**src/rtl/fwd_hazard_unit.sv**
```systemverilog
// fwd_hazard_unit
//   Forwarding and load-use hazard unit for a multi-lane in-order pipeline.
//   Keeps a shadow EX/MEM/WB pipeline of destination tags per lane.
//   It produces per-operand bypass selects for the bundle in EX and a
//   load-use stall for the bundle in ID. Register 0 is never forwarded or
//   stalled on.
//
// Ports
//   clk_i          rising-edge clock
//   rst_n_i        synchronous active-low reset
//   id_valid_i     [LANES]        ID lane holds an instruction
//   id_rs_i        [LANES*2*AW]   sources, lane k op j at [(2k+j)*AW +: AW]
//   id_rd_i        [LANES*AW]     destination per lane
//   id_we_i        [LANES]        lane writes id_rd
//   id_load_i      [LANES]        lane is a load (data ready at end of MEM)
//   flush_i        kill the ID bundle, EX captures a bubble
//   stall_o        hold ID/IF, EX captures a bubble
//   fwd_stage_o    [LANES*2*2]    per EX operand: 00 regfile, 10 MEM, 01 WB
//   fwd_lane_o     [LANES*2*LW]   producing lane for a non-00 select, else 0
//   stall_cnt_o    [CNT_W]        stall cycle count (FWD_STALL_CNT_EN only)
//
// Build option
//   FWD_STALL_CNT_EN : adds the wrapping stall-cycle counter, its CNT_W
//                      parameter and the stall_cnt_o port.
module fwd_hazard_unit #(
    parameter int LANES = 2,
    parameter int AW    = 3,
    parameter int LW    = (LANES > 1) ? $clog2(LANES) : 1
`ifdef FWD_STALL_CNT_EN
    , parameter int CNT_W = 16
`endif
) (
    input  logic                     clk_i,
    input  logic                     rst_n_i,
    input  logic [LANES-1:0]         id_valid_i,
    input  logic [LANES*2*AW-1:0]    id_rs_i,
    input  logic [LANES*AW-1:0]      id_rd_i,
    input  logic [LANES-1:0]         id_we_i,
    input  logic [LANES-1:0]         id_load_i,
    input  logic                     flush_i,
    output logic                     stall_o,
`ifdef FWD_STALL_CNT_EN
    output logic [CNT_W-1:0]         stall_cnt_o,
`endif
    output logic [LANES*2*2-1:0]     fwd_stage_o,
    output logic [LANES*2*LW-1:0]    fwd_lane_o
);

    // Packed views matching the flat port layout: [lane][op]
    logic [LANES-1:0][1:0][AW-1:0] id_rs;
    logic [LANES-1:0][AW-1:0]      id_rd;
    assign id_rs = id_rs_i;
    assign id_rd = id_rd_i;

    // Shadow pipeline. WB never needs ld; only EX needs the sources.
    logic [LANES-1:0]              ex_v_q, ex_we_q, ex_ld_q;
    logic [LANES-1:0]              ex_v_d, ex_we_d, ex_ld_d;
    logic [LANES-1:0][AW-1:0]      ex_rd_q;
    logic [LANES-1:0][1:0][AW-1:0] ex_rs_q;
    logic [LANES-1:0]              mem_v_q, mem_we_q, mem_ld_q;
    logic [LANES-1:0][AW-1:0]      mem_rd_q;
    logic [LANES-1:0]              wb_v_q, wb_we_q;
    logic [LANES-1:0][AW-1:0]      wb_rd_q;

    logic                          ld_hit;
    logic                          capture;

    // Load-use: any live ID source matching a load still in EX.
    always_comb begin
        ld_hit = 1'b0;
        for (int i = 0; i < LANES; i++) begin
            for (int j = 0; j < 2; j++) begin
                for (int k = 0; k < LANES; k++) begin
                    if (id_valid_i[i] && (id_rs[i][j] != '0) &&
                        ex_v_q[k] && ex_we_q[k] && ex_ld_q[k] &&
                        (ex_rd_q[k] == id_rs[i][j]))
                        ld_hit = 1'b1;
                end
            end
        end
        stall_o = ld_hit & ~flush_i;
    end

    assign capture = ~stall_o & ~flush_i;
    assign ex_v_d  = id_valid_i & {LANES{capture}};
    assign ex_we_d = id_we_i    & {LANES{capture}};
    assign ex_ld_d = id_load_i  & {LANES{capture}};

    // Bypass select. WB is scanned first and MEM afterwards so the younger
    // stage overwrites; ascending lane order lets the highest lane win.
    // A load in MEM has no data yet, so it is skipped.
    logic [LANES-1:0][1:0][1:0]    fstage;
    logic [LANES-1:0][1:0][LW-1:0] flane;

    always_comb begin
        fstage = '0;
        flane  = '0;
        for (int i = 0; i < LANES; i++) begin
            for (int j = 0; j < 2; j++) begin
                if (ex_v_q[i] && (ex_rs_q[i][j] != '0)) begin
                    for (int k = 0; k < LANES; k++) begin
                        if (wb_v_q[k] && wb_we_q[k] && (wb_rd_q[k] == ex_rs_q[i][j])) begin
                            fstage[i][j] = 2'b01;
                            flane[i][j]  = LW'(k);
                        end
                    end
                    for (int k = 0; k < LANES; k++) begin
                        if (mem_v_q[k] && mem_we_q[k] && !mem_ld_q[k] &&
                            (mem_rd_q[k] == ex_rs_q[i][j])) begin
                            fstage[i][j] = 2'b10;
                            flane[i][j]  = LW'(k);
                        end
                    end
                end
            end
        end
    end

    assign fwd_stage_o = fstage;
    assign fwd_lane_o  = flane;

    always_ff @(posedge clk_i) begin
        if (!rst_n_i) begin
            ex_v_q   <= '0;
            ex_we_q  <= '0;
            ex_ld_q  <= '0;
            ex_rd_q  <= '0;
            ex_rs_q  <= '0;
            mem_v_q  <= '0;
            mem_we_q <= '0;
            mem_ld_q <= '0;
            mem_rd_q <= '0;
            wb_v_q   <= '0;
            wb_we_q  <= '0;
            wb_rd_q  <= '0;
        end else begin
            ex_v_q   <= ex_v_d;
            ex_we_q  <= ex_we_d;
            ex_ld_q  <= ex_ld_d;
            ex_rd_q  <= id_rd;
            ex_rs_q  <= id_rs;
            mem_v_q  <= ex_v_q;
            mem_we_q <= ex_we_q;
            mem_ld_q <= ex_ld_q;
            mem_rd_q <= ex_rd_q;
            wb_v_q   <= mem_v_q;
            wb_we_q  <= mem_we_q;
            wb_rd_q  <= mem_rd_q;
        end
    end

`ifdef FWD_STALL_CNT_EN
    logic [CNT_W-1:0] cnt_q, cnt_d;
    assign cnt_d = stall_o ? cnt_q + CNT_W'(1) : cnt_q;

    always_ff @(posedge clk_i) begin
        if (!rst_n_i) cnt_q <= '0;
        else          cnt_q <= cnt_d;
    end

    assign stall_cnt_o = cnt_q;
`endif

endmodule

```
**config.mk**
```make
export PLATFORM = sky130hd
export DESIGN_NAME = fwd_hazard_unit
export DESIGN_NICKNAME = d
export VERILOG_FILES = /design/src/rtl/fwd_hazard_unit.sv
export SDC_FILE = /design/constraint.sdc
export NUM_CORES = 1
export LEC_CHECK = 0
export BUFFER_PORTS_ARGS = -buffer_cell sky130_fd_sc_hd__buf_2
export CORE_MARGIN = 3
export CORE_UTILIZATION = 50
export CTS_CLUSTER_DIAMETER = 30
export DETAILED_ROUTE_END_ITERATION = 8
export PLACE_DENSITY = 0.72
export SLEW_MARGIN = 20
export SYNTH_ARGS = -nofsm -noshare
export SYNTH_HDL_FRONTEND = slang
export SYNTH_SLANG_ARGS = --single-unit
```
**constraint.sdc**
```tcl
create_clock -name clk_i -period 5.62 [get_ports clk_i]
set_input_delay 0.843 -clock clk_i [delete_from_list [all_inputs] [get_ports clk_i]]
set_output_delay 0.843 -clock clk_i [all_outputs]
set_load 0.03 [all_outputs]
```
==> flow_metrics.py <==
metrics = {
    "critical_path": {
        "crit_type": "in -> out",
        "critPathLaunchType": "primary input",
        "cp_max_fo": 7,
        "r2r-start": "ex_rd_q[4]$_SDFF_PN0_",
        "crit_required_ns": 4.78,
        "r2r-end": "ex_ld_q[0]$_SDFF_PN0_",
        "r2r_cells": 5,
        "reg2reg_slack_ns": 3.76,
        "arrival_ns": 2.62,
        "endpoint_kind": "output port",
    },
    "routing": {
        "wl_per_cell_um": 13.8,
        "firstDrtPassIters": 4,
        "drt_iter0_markers": 63,
        "viasPerCell": 5.13,
        "wl_um": 4630,
        "vias": 1719,
        "ant_nets": 0,
        "drc": 0,
    },
    "synth": {
        "async_flop_share_pct": 0,
        "synthMostInstantiatedCell": "dfxtp_1",
        "synth_common_cells": "dfxtp_1 (46), and2_1 (40), xnor2_1 (38)",
        "ys_seq_area_share_pct": 38.2,
        "synth_nets": 296,
        "synth-edff-count": 0,
        "yosys.cell_types.count": 26,
        "synth_area_leaders": "dfxtp_1 (38%), xnor2_1 (14%), xor2_1 (12%)",
        "synthCells": 269,
        "yosysTopAreaCellShare_pct": 38.2,
        "ys_ff_latch": 46,
        "ys.flop_type": "dfxtp_1",
        "yosysTopAreaCell": "dfxtp_1",
        "syn-cell-area_mm2": 0.00241,
        "avgSynthCellArea_um2": 8.96,
        "yosysWarnings": 0,
    },
    "layout": {
        "final_cells": 335,
        "diodes": 0,
        "fin_nets": 309,
        "final_layout_size_suffix_gt1_share_pct": 18.0,
        "syn_to_final_growth_pct": 11.2,
    },
    "global_routing": {
        "grt_pass1_vias": 1709,
        "grt_use_total_pct": 18.2,
        "grt_antenna_before_repair": 0,
        "grt_pass1_wl_um": 7790,
        "grt_overflow": 0,
        "grt_max_degree": 46,
    },
    "placement": {
        "portBuffers": 39,
        "hpwl_um": 3750,
        "gp_congestion": 0.894,
        "place_inst": 327,
    },
    "sta": {
        "fin_skew_ns": 0.00236,
        "fin_setup_tns_ns": 0,
        "relSlewSlack_pct": 60.0,
        "period_share_pct": 61.7,
        "slew_viol_final": 0,
        "max_freq_mhz": 288,
        "holdWs_ns": 0.450,
        "rsz0062_at_grt": "no",
        "hold_viol": 0,
        "fin_crit_ns": 3.47,
        "worst_pin_slew_ns": 0.595,
        "setup_viol": 0,
    },
    "cts": {
        "cts_root_buf": "clkbuf_8",
        "cts_buffer_depth": 2,
        "post-cts-setup-buffers": 0,
        "numCtsBuffers": 5,
        "cts_tree": "yes",
        "cts-htree-levels": 2,
        "clk_pin_slew_ns": 0.08,
        "cts_hold_buf": 0,
        "cts.sink_count": 46,
        "clk_latency_ns": 0.29,
        "post_cts_resized": 0,
    },
    "job": {
        "cap_violations": 0,
    },
    "status": {
        "status": "completed",
    },
    "floorplanning": {
        "core_mm2": 0.00450,
        "die_x_um": 75.4,
        "die_area_mm2": 0.00569,
        "std_cell_rows": 24,
        "initial_core_util_pct": 53.5,
        "die_y_um": 75.4,
        "ioPinCount": 40,
    },
    "min_path": {
        "hold_class": "reg -> reg",
        "min_to": "mem_we_q[1]$_SDFF_PN0_",
        "hold_depth": 1,
        "hp-start": "ex_we_q[1]$_SDFF_PN0_",
    },
    "power": {
        "peakVddDrop_uv": 161,
        "p_leak_nw": 1.14,
        "power_density_mw_per_mm2": 269,
    },
}
-- cells in the final DEF, fill, tap and decap left out, types with 2 or more instances in the layout --
master	synthesis	final
xnor2_1	38	38
nor4b_1	3	3
nand2_1	10	10
a21oi_1	9	9
o31ai_1	9	9
nor2_1	6	6
and2_1	40	40
clkbuf_8	0	6
nor3_1	2	2
xor2_1	34	34
nor4_1	10	10
a41oi_1	4	4
nor3_2	4	4
and3_1	2	2
buf_2	7	39
bufinv_16	0	2
inv_1	3	3
nand4_1	8	8
dfxtp_1	46	46
nor2b_1	2	2
-- stage by stage --
stage	utilization [%]	instance area, um2	worst slack (ns)	total power [W]
2_1_floorplan	-	2410	2.55	0.000416
3_3_place_gp	56.3	2540	2.22	0.000434
3_5_place_dp	56.3	2540	2.17	0.000436
4_1_cts	59.5	2680	2.17	0.000730
5_1_grt	59.5	2680	2.02	0.000754
6_report	59.5	2680	2.15	0.000720
-- cell families (layout without fill, tap and decap cells) --
| logic type | after synthesis | count (layout) | synth area share (%) |
|---|---|---|---|
| simple gates | 92 | 92 | 23.3 |
| xor+xnor | 72 | 72 | 26.2 |
| flops | 46 | 46 | 38.2 |
| buf+inv | 36 | 50 | 5.97 |
| compound gates | 23 | 23 | 6.39 |
-- how the worst max path moves through the flow --
| stage | startpoint | endpoint | slack, ns | depth (start not counted) |
|---|---|---|---|---|
| 2_1_floorplan | id_rs_i[6] | stall_o | 2.55 | 6 |
| 3_3_place_gp | id_rs_i[6] | stall_o | 2.22 | 7 |
| 3_5_place_dp | id_rs_i[6] | stall_o | 2.17 | 7 |
| 4_1_cts | id_rs_i[6] | stall_o | 2.17 | 7 |
| 5_1_grt | id_rs_i[6] | stall_o | 2.02 | 7 |
| 6_report | id_rs_i[3] | stall_o | 2.15 | 7 |
-- state kept, by name, summed over array words and instances (netlist names), 6 cells and up --
| name | cells |
|---|---|
| wb_rd_q | 6 |
| ex_rs_q | 12 |
| ex_rd_q | 6 |
| mem_rd_q | 6 |
-- routing by layer --
| metal | vias up | wire length (um) | track usage [%] | share of wire [%] |
|---|---|---|---|---|
| met5 | - | 0 | 0 | 0 |
| met4 | 0 | 85 | 8.35 | 1.8 |
| met3 | 10 | 212 | 4.35 | 4.6 |
| met2 | 43 | 2270 | 30.5 | 49 |
| met1 | 766 | 2060 | 22.2 | 44 |
| li1 | 900 | - | - | - |
-- where the power goes --
| group | leakage (nW) | internal, W | switching, W | total [W] |
|---|---|---|---|---|
| combinational | 0.687 | 0.0000378 | 0.0000289 | 0.0000668 |
| sequential | 0.379 | 0.000339 | 0.0000220 | 0.000361 |
| clock | 0.0714 | 0.000189 | 0.000103 | 0.000293 |
| total | 1.14 | 0.000566 | 0.000154 | 0.000720 |
-- final cells by class --
class	instances	area (um2)
fill	420	1820
multi-input combinational	187	1350
sequential	46	921
timing repair buffer	39	195
clock buffer	6	82.6
tap	52	65.1
clock inverter	2	60.1
inverter	3	11.3
-- worst max-delay path: stages --
cell and delay (ns):
buf_2 0.13, o31ai_1 0.32, nor4_1 0.14, o31ai_1 0.21
or4b_1 0.62, nor2b_1 0.20, buf_2 0.17
Power figures use the tool's default switching activity.
